$ cat config.mk
export PLATFORM = sky130hd
export DESIGN_NAME = mux_rr_arbiter_flat
export DESIGN_NICKNAME = d
export VERILOG_FILES = /design/src/rtl/mux_rr_arbiter_pkg.sv /design/src/rtl/mux_rr_arbiter_if.sv /design/src/rtl/mux_rr_arbiter_mux.sv /design/src/rtl/mux_rr_arbiter.sv /design/src/flat_wrapper.sv
export SDC_FILE = /design/constraint.sdc
export NUM_CORES = 1
export LEC_CHECK = 0
export CAP_MARGIN = 10
export CELL_PAD_IN_SITES_DETAIL_PLACEMENT = 1
export CELL_PAD_IN_SITES_GLOBAL_PLACEMENT = 1
export CORE_MARGIN = 1.5
export CORE_UTILIZATION = 29
export DETAILED_ROUTE_END_ITERATION = 16
export PLACE_DENSITY = 0.86
export SKIP_CTS_REPAIR_TIMING = 1
export SYNTH_ARGS = -nofsm -noshare
export SYNTH_HDL_FRONTEND = slang
export SYNTH_SLANG_ARGS = --single-unit
$ cat constraint.sdc
create_clock -name clk -period 2.9 [get_ports clk]
set_input_delay 0.725 -clock clk [delete_from_list [all_inputs] [get_ports clk]]
set_output_delay 0.725 -clock clk [all_outputs]
set_load 0.1 [all_outputs]
$ cat src/rtl/mux_rr_arbiter_pkg.sv
// Shared types and sizing for the round-robin four-way byte-stream arbiter.
package mux_arb_pkg;

    localparam int NUM_REQ = 4;
    localparam int SEL_W   = 2;
    localparam int DATA_W  = 8;
    localparam int CNT_W   = 8;

    typedef enum logic {
        IDLE  = 1'b0,
        BURST = 1'b1
    } arb_state_e;

endpackage

$ cat src/rtl/mux_rr_arbiter_if.sv
// Requester-side and downstream stream signals of the arbiter, bundled with
// modports for the arbiter (slave) and the surrounding fabric (master).
interface mux_rr_arbiter_if;
    import mux_arb_pkg::*;

    logic [NUM_REQ-1:0] req_valid;
    logic [NUM_REQ-1:0] req_last;
    logic [NUM_REQ-1:0] req_ready;
    logic [DATA_W-1:0]  req_data0;
    logic [DATA_W-1:0]  req_data1;
    logic [DATA_W-1:0]  req_data2;
    logic [DATA_W-1:0]  req_data3;
    logic               out_valid;
    logic [DATA_W-1:0]  out_data;
    logic               out_last;
    logic               out_ready;

    modport slave (
        input  req_valid, req_last, req_data0, req_data1, req_data2, req_data3, out_ready,
        output req_ready, out_valid, out_data, out_last
    );

    modport master (
        output req_valid, req_last, req_data0, req_data1, req_data2, req_data3, out_ready,
        input  req_ready, out_valid, out_data, out_last
    );

endinterface

$ cat src/rtl/mux_rr_arbiter_mux.sv
// Existing four-to-one byte multiplexer shared by the four requesters.
module four_one_mux #(
    parameter int W = 8
) (
    input  logic [W-1:0] d0,
    input  logic [W-1:0] d1,
    input  logic [W-1:0] d2,
    input  logic [W-1:0] d3,
    input  logic [1:0]   sel,
    output logic [W-1:0] y
);

    // Select one of four data inputs
    always_comb begin
        case (sel)
            2'd0:    y = d0;
            2'd1:    y = d1;
            2'd2:    y = d2;
            2'd3:    y = d3;
            default: y = d0;
        endcase
    end

endmodule

$ cat src/rtl/mux_rr_arbiter.sv
// Round-robin burst arbiter: grants one of four requesters per burst and
// forwards its stream through four_one_mux with zero-latency handshaking.
module mux_rr_arbiter
    import mux_arb_pkg::*;
#(
    parameter int MAX_BURST = 16
) (
    input  logic               clk,
    input  logic               reset_n,
    mux_rr_arbiter_if.slave    bus,
    output logic [SEL_W-1:0]   selector,
    output logic [NUM_REQ-1:0] grant,
    output logic               busy,
    output logic               burst_overflow
);

    localparam logic [CNT_W-1:0] MAX_BURST_C = CNT_W'(MAX_BURST);

    arb_state_e         state_r, state_s;
    logic [SEL_W-1:0]   sel_r, sel_s;
    logic [NUM_REQ-1:0] grant_r, grant_s;
    logic [SEL_W-1:0]   last_winner_r, last_winner_s;
    logic [CNT_W-1:0]   beat_cnt_r, beat_cnt_s;
    logic               busy_r;
    logic               ovf_r, ovf_s;
    logic [DATA_W-1:0]  mux_data_s;
    logic [NUM_REQ-1:0] ready_s;
    logic               beat_s;

    // Scan last+1 .. last+4; iterating downward lets the nearest requester win.
    function automatic logic [SEL_W-1:0] rr_pick(input logic [NUM_REQ-1:0] vld,
                                                 input logic [SEL_W-1:0]   last);
        logic [SEL_W-1:0] idx;
        rr_pick = last;
        for (int i = NUM_REQ; i >= 1; i--) begin
            idx = last + SEL_W'(i);
            if (vld[idx]) begin
                rr_pick = idx;
            end else begin
                rr_pick = rr_pick;
            end
        end
    endfunction

    four_one_mux #(.W(DATA_W)) u_mux (
        .d0  (bus.req_data0),
        .d1  (bus.req_data1),
        .d2  (bus.req_data2),
        .d3  (bus.req_data3),
        .sel (sel_r),
        .y   (mux_data_s)
    );

    // Zero-latency forwarding of the owner's stream while a burst is active
    always_comb begin
        bus.out_valid = 1'b0;
        bus.out_last  = 1'b0;
        bus.out_data  = mux_data_s;
        ready_s       = {NUM_REQ{1'b0}};
        if (state_r == BURST) begin
            bus.out_valid  = bus.req_valid[sel_r];
            bus.out_last   = bus.req_last[sel_r];
            ready_s[sel_r] = bus.out_ready;
        end else begin
            bus.out_valid = 1'b0;
        end
    end

    assign bus.req_ready = ready_s;
    assign beat_s        = bus.out_valid & bus.out_ready;

    // Next-state, grant, rotation pointer and beat counter
    always_comb begin
        state_s       = state_r;
        sel_s         = sel_r;
        grant_s       = grant_r;
        last_winner_s = last_winner_r;
        beat_cnt_s    = beat_cnt_r;
        ovf_s         = 1'b0;
        case (state_r)
            IDLE: begin
                if (|bus.req_valid) begin
                    sel_s   = rr_pick(bus.req_valid, last_winner_r);
                    grant_s = {{(NUM_REQ-1){1'b0}}, 1'b1} << sel_s;
                    state_s = BURST;
                end else begin
                    state_s = IDLE;
                end
            end
            BURST: begin
                if (beat_s) begin
                    if (bus.out_last || (beat_cnt_r + 8'd1 == MAX_BURST_C)) begin
                        // selector is left as-is; only the grant is dropped
                        state_s       = IDLE;
                        last_winner_s = sel_r;
                        grant_s       = {NUM_REQ{1'b0}};
                        beat_cnt_s    = 8'd0;
                        ovf_s         = ~bus.out_last;
                    end else begin
                        beat_cnt_s = beat_cnt_r + 8'd1;
                    end
                end else begin
                    state_s = BURST;
                end
            end
            default: begin
                state_s    = IDLE;
                grant_s    = {NUM_REQ{1'b0}};
                beat_cnt_s = 8'd0;
            end
        endcase
    end

    // State and output registers
    always_ff @(posedge clk or negedge reset_n) begin
        if (!reset_n) begin
            state_r       <= IDLE;
            sel_r         <= 2'd0;
            grant_r       <= 4'b0000;
            last_winner_r <= 2'd3;
            beat_cnt_r    <= 8'd0;
            busy_r        <= 1'b0;
            ovf_r         <= 1'b0;
        end else begin
            state_r       <= state_s;
            sel_r         <= sel_s;
            grant_r       <= grant_s;
            last_winner_r <= last_winner_s;
            beat_cnt_r    <= beat_cnt_s;
            busy_r        <= (state_s == BURST);
            ovf_r         <= ovf_s;
        end
    end

    assign selector       = sel_r;
    assign grant          = grant_r;
    assign busy           = busy_r;
    assign burst_overflow = ovf_r;

endmodule

$ cat src/flat_wrapper.sv
// flat-port wrapper written by rule: the top's interface ports become plain ports
module mux_rr_arbiter_flat import mux_arb_pkg::*;
#(
    parameter int MAX_BURST = 16
)
  (clk, reset_n, selector, grant, busy, burst_overflow, bus_req_valid, bus_req_last, bus_req_data0, bus_req_data1, bus_req_data2, bus_req_data3, bus_out_ready, bus_req_ready, bus_out_valid, bus_out_data, bus_out_last);
  mux_rr_arbiter_if bus_i ();
  input  logic clk;
  input  logic reset_n;
  output logic [SEL_W-1:0] selector;
  output logic [NUM_REQ-1:0] grant;
  output logic busy;
  output logic burst_overflow;
  input wire logic [$bits(bus_i.req_valid)-1:0] bus_req_valid;
  input wire logic [$bits(bus_i.req_last)-1:0] bus_req_last;
  input wire logic [$bits(bus_i.req_data0)-1:0] bus_req_data0;
  input wire logic [$bits(bus_i.req_data1)-1:0] bus_req_data1;
  input wire logic [$bits(bus_i.req_data2)-1:0] bus_req_data2;
  input wire logic [$bits(bus_i.req_data3)-1:0] bus_req_data3;
  input wire logic [$bits(bus_i.out_ready)-1:0] bus_out_ready;
  output wire logic [$bits(bus_i.req_ready)-1:0] bus_req_ready;
  output wire logic [$bits(bus_i.out_valid)-1:0] bus_out_valid;
  output wire logic [$bits(bus_i.out_data)-1:0] bus_out_data;
  output wire logic [$bits(bus_i.out_last)-1:0] bus_out_last;
  assign bus_i.req_valid = bus_req_valid;
  assign bus_i.req_last = bus_req_last;
  assign bus_i.req_data0 = bus_req_data0;
  assign bus_i.req_data1 = bus_req_data1;
  assign bus_i.req_data2 = bus_req_data2;
  assign bus_i.req_data3 = bus_req_data3;
  assign bus_i.out_ready = bus_out_ready;
  assign bus_req_ready = bus_i.req_ready;
  assign bus_out_valid = bus_i.out_valid;
  assign bus_out_data = bus_i.out_data;
  assign bus_out_last = bus_i.out_last;
  mux_rr_arbiter #(.MAX_BURST(MAX_BURST)) u_core (.clk(clk), .reset_n(reset_n), .bus(bus_i), .selector(selector), .grant(grant), .busy(busy), .burst_overflow(burst_overflow));
endmodule
==> results.toml <==
[logic_synthesis]
syn_area_per_cell_um2 = 9.58
synth_top_family_by_area = "simple AND/OR/NAND/NOR gates"
synth_mux_area_frac = 0.194
synthXorXnorAreaFrac = 0.00648
netlist_area_um2 = 1350
synth-main-ff-cell = "dfrtp_1"
synth-compound-area-share = 0.185
synth_simple_gate_area_share = 0.219
synth_fa_ha_area_frac = 0.0185
synth_cell_type_count = 36
synth-seq-cells = 18
yosys_warnings = 0
synth_edf_count = 0
synthArstFlopShare = 1.00
synth_cells = 141
syn_nets = 186
ys_seq_area_frac = 0.335

[sta]
slew_viol_final = 0
period_needed_ns = 2.81
worst_pin_slew_ns = 0.817
finalCritPeriodShare = 0.970
final-setup-viol-count = 0
hold_viol_final = 0
rsz0062_at_grt = "false"
slew_headroom = 0.454
fin_hold_ws_ns = 0.545
fin_tns_setup_ns = 0
setup_ws_ns = 0.0877
clock_skew_ns = 0.00391
fmax_ghz = 0.356

[detailed_routing]
via_per_inst = 5.43
ant_nets = 0
post_drt_wl_per_cell_um = 18.3
drtIter0Drc = 51
firstDrtPassIters = 4
num_vias = 1402
drcViolationCount = 0
routed_wl_mm = 4.73

[placement]
dp_worst_setup_slack_ns = 0.0408
routabilityCongestion = 0.802
io_buffers = 64
place_hpwl_mm = 3.91

[critical_path]
reg2reg_slack_ns = 0.50
worst_setup_path_start_kind = "input port"
worstPathRequired_ns = 2.17
crit_slowest_cell = "mux4_2"
crit_family = "buffers and inverters"
critical_path_buf_inv_count = 2
cp_slowest_stage_delay_ns = 0.51
endpoint_kind = "primary output"
crit_chain = "clkdlybuf4s50_1, mux4_2, and2_1, buf_12"
worstSetupPathType = "in2out"
cp.arrival_ns = 2.09
crit_fanout = 5

[global_routing]
antenna_found_initial = 0
grt_max_degree = 19
grt_pass1_vias = 1560
grt-ovfl-total = 0
grt_usage = 0.194
grt_pass1_wl_mm = 7.65

[cells_and_area]
utilization = 0.512
final_layout_size_suffix_gt1_frac = 0.267
antenna_cells = 0
nets = 252
layout_common_cells = "clkdlybuf4s50_1 (42), nand2_1 (18), o21ai_0 (17), buf_12 (14), dfrtp_1 (14)"
final_common_cell = "clkdlybuf4s50_1"
syn_to_final_growth_pct = 67.4

[die]
dieArea_um2 = 5080
row_count = 24
core_area_um2 = 4410
die_y_um = 71.3
dieWidth_um = 71.3
ios = 65
initial_core_util = 0.306

[run_status]
status = "complete, no violations"

[clock_tree]
clockRootBuffer = "clkbuf_8"
cts_buffers = 3
clock_path_buffers = 2
numClockSinks = 18
htree_levels = 1
insertion_delay_ns = 0.26
cts_tree = "yes"
clk_pin_slew_ns = 0.07

[power_and_ir_drop]
powerDensity_nw_per_um2 = 1330
ir_worst_vdd_mv = 0.693
leakagePower_nw = 0.895

[run]
cap_violations = 0

[hold_path]
hold_class = "reg2reg"
==> final cells by class <==
type	instances	area [um^2]
Clock buffer	4	55.1
Fill cell	476	2150
Inverter	2	7.51
Multi-Input combinational cell	113	881
Sequential cell	18	455
Tap cell	52	65.1
Timing Repair Buffer	69	798
==> flip-flops by register name, indices dropped and copies added (netlist names) <==
register and cells:
u_core.grant 4, u_core.beat_cnt_r 8, u_core.selector 2, u_core.state_r 1, u_core.last_winner_r 2, u_core.burst_overflow 1
==> kinds of logic after synthesis <==
family | after synthesis
simple gates | 61
compound gates | 37
flops | 18
mux | 12
buf+inv | 10
fa+ha+maj | 2
xor+xnor | 1
==> where the power goes <==
part	internal [mW]	leakage, nW	switching, mW
registers	0.347	0.225	0.177
clock network	0.121	0.0288	0.0889
logic	0.780	0.641	1.49
==> cells in the mapped netlist (3+ instances only) <==
cell type,n,area (um^2)
nand2b_1,4,25.0
clkbuf_1,3,11.3
and2_1,4,25.0
dfrtp_1,16,400
nor2_1,14,52.6
mux4_2,8,180
nor3_1,5,25.0
a21oi_1,5,25.0
nand2_1,18,67.6
nand3_1,5,25.0
o21ai_0,17,85.1
o31ai_1,3,22.5
nor2b_1,3,18.8
==> through the flow <==
stage	instances	power, mW	area [um^2]
CTS	258	3.03	2260
detailed placement	254	2.81	2210
floorplan	141	2.05	1390
global route	258	3.14	2260
finish	258	3.01	2260
global placement	254	2.74	2210
==> worst min-delay path, stage by stage (launching register included) <==
cell	delay (ns)
dfrtp_1	0.38
nand2_1	0.06
o22ai_1	0.06
==> routing by layer <==
metal	up-vias	track usage	part of all wire
met3	2	0.0408	0.033
li1	657	-	-
met1	709	0.218	0.37
met4	0	0.0189	0.0021
met5	-	0	0
met2	34	0.384	0.59
==> path summary, 6_finish.rpt <==
check                                                       from                                   to  depth (start not counted)
worst min register to register       u_core.grant[2]$_DFFE_PN0P_          u_core.grant[2]$_DFFE_PN0P_                          2
max in group asynchronous                                reset_n  u_core.last_winner_r[0]$_DFFE_PN1P_                          2
worst max-delay path                            bus_req_valid[1]                        bus_out_valid                          4
worst max register to register  u_core.beat_cnt_r[0]$_DFFE_PN0P_  u_core.last_winner_r[1]$_DFFE_PN1P_                          7
min in group asynchronous                                reset_n     u_core.beat_cnt_r[4]$_DFFE_PN0P_                          1
worst min-delay path                 u_core.grant[2]$_DFFE_PN0P_          u_core.grant[2]$_DFFE_PN0P_                          2
(Power assumes the default switching activity.)
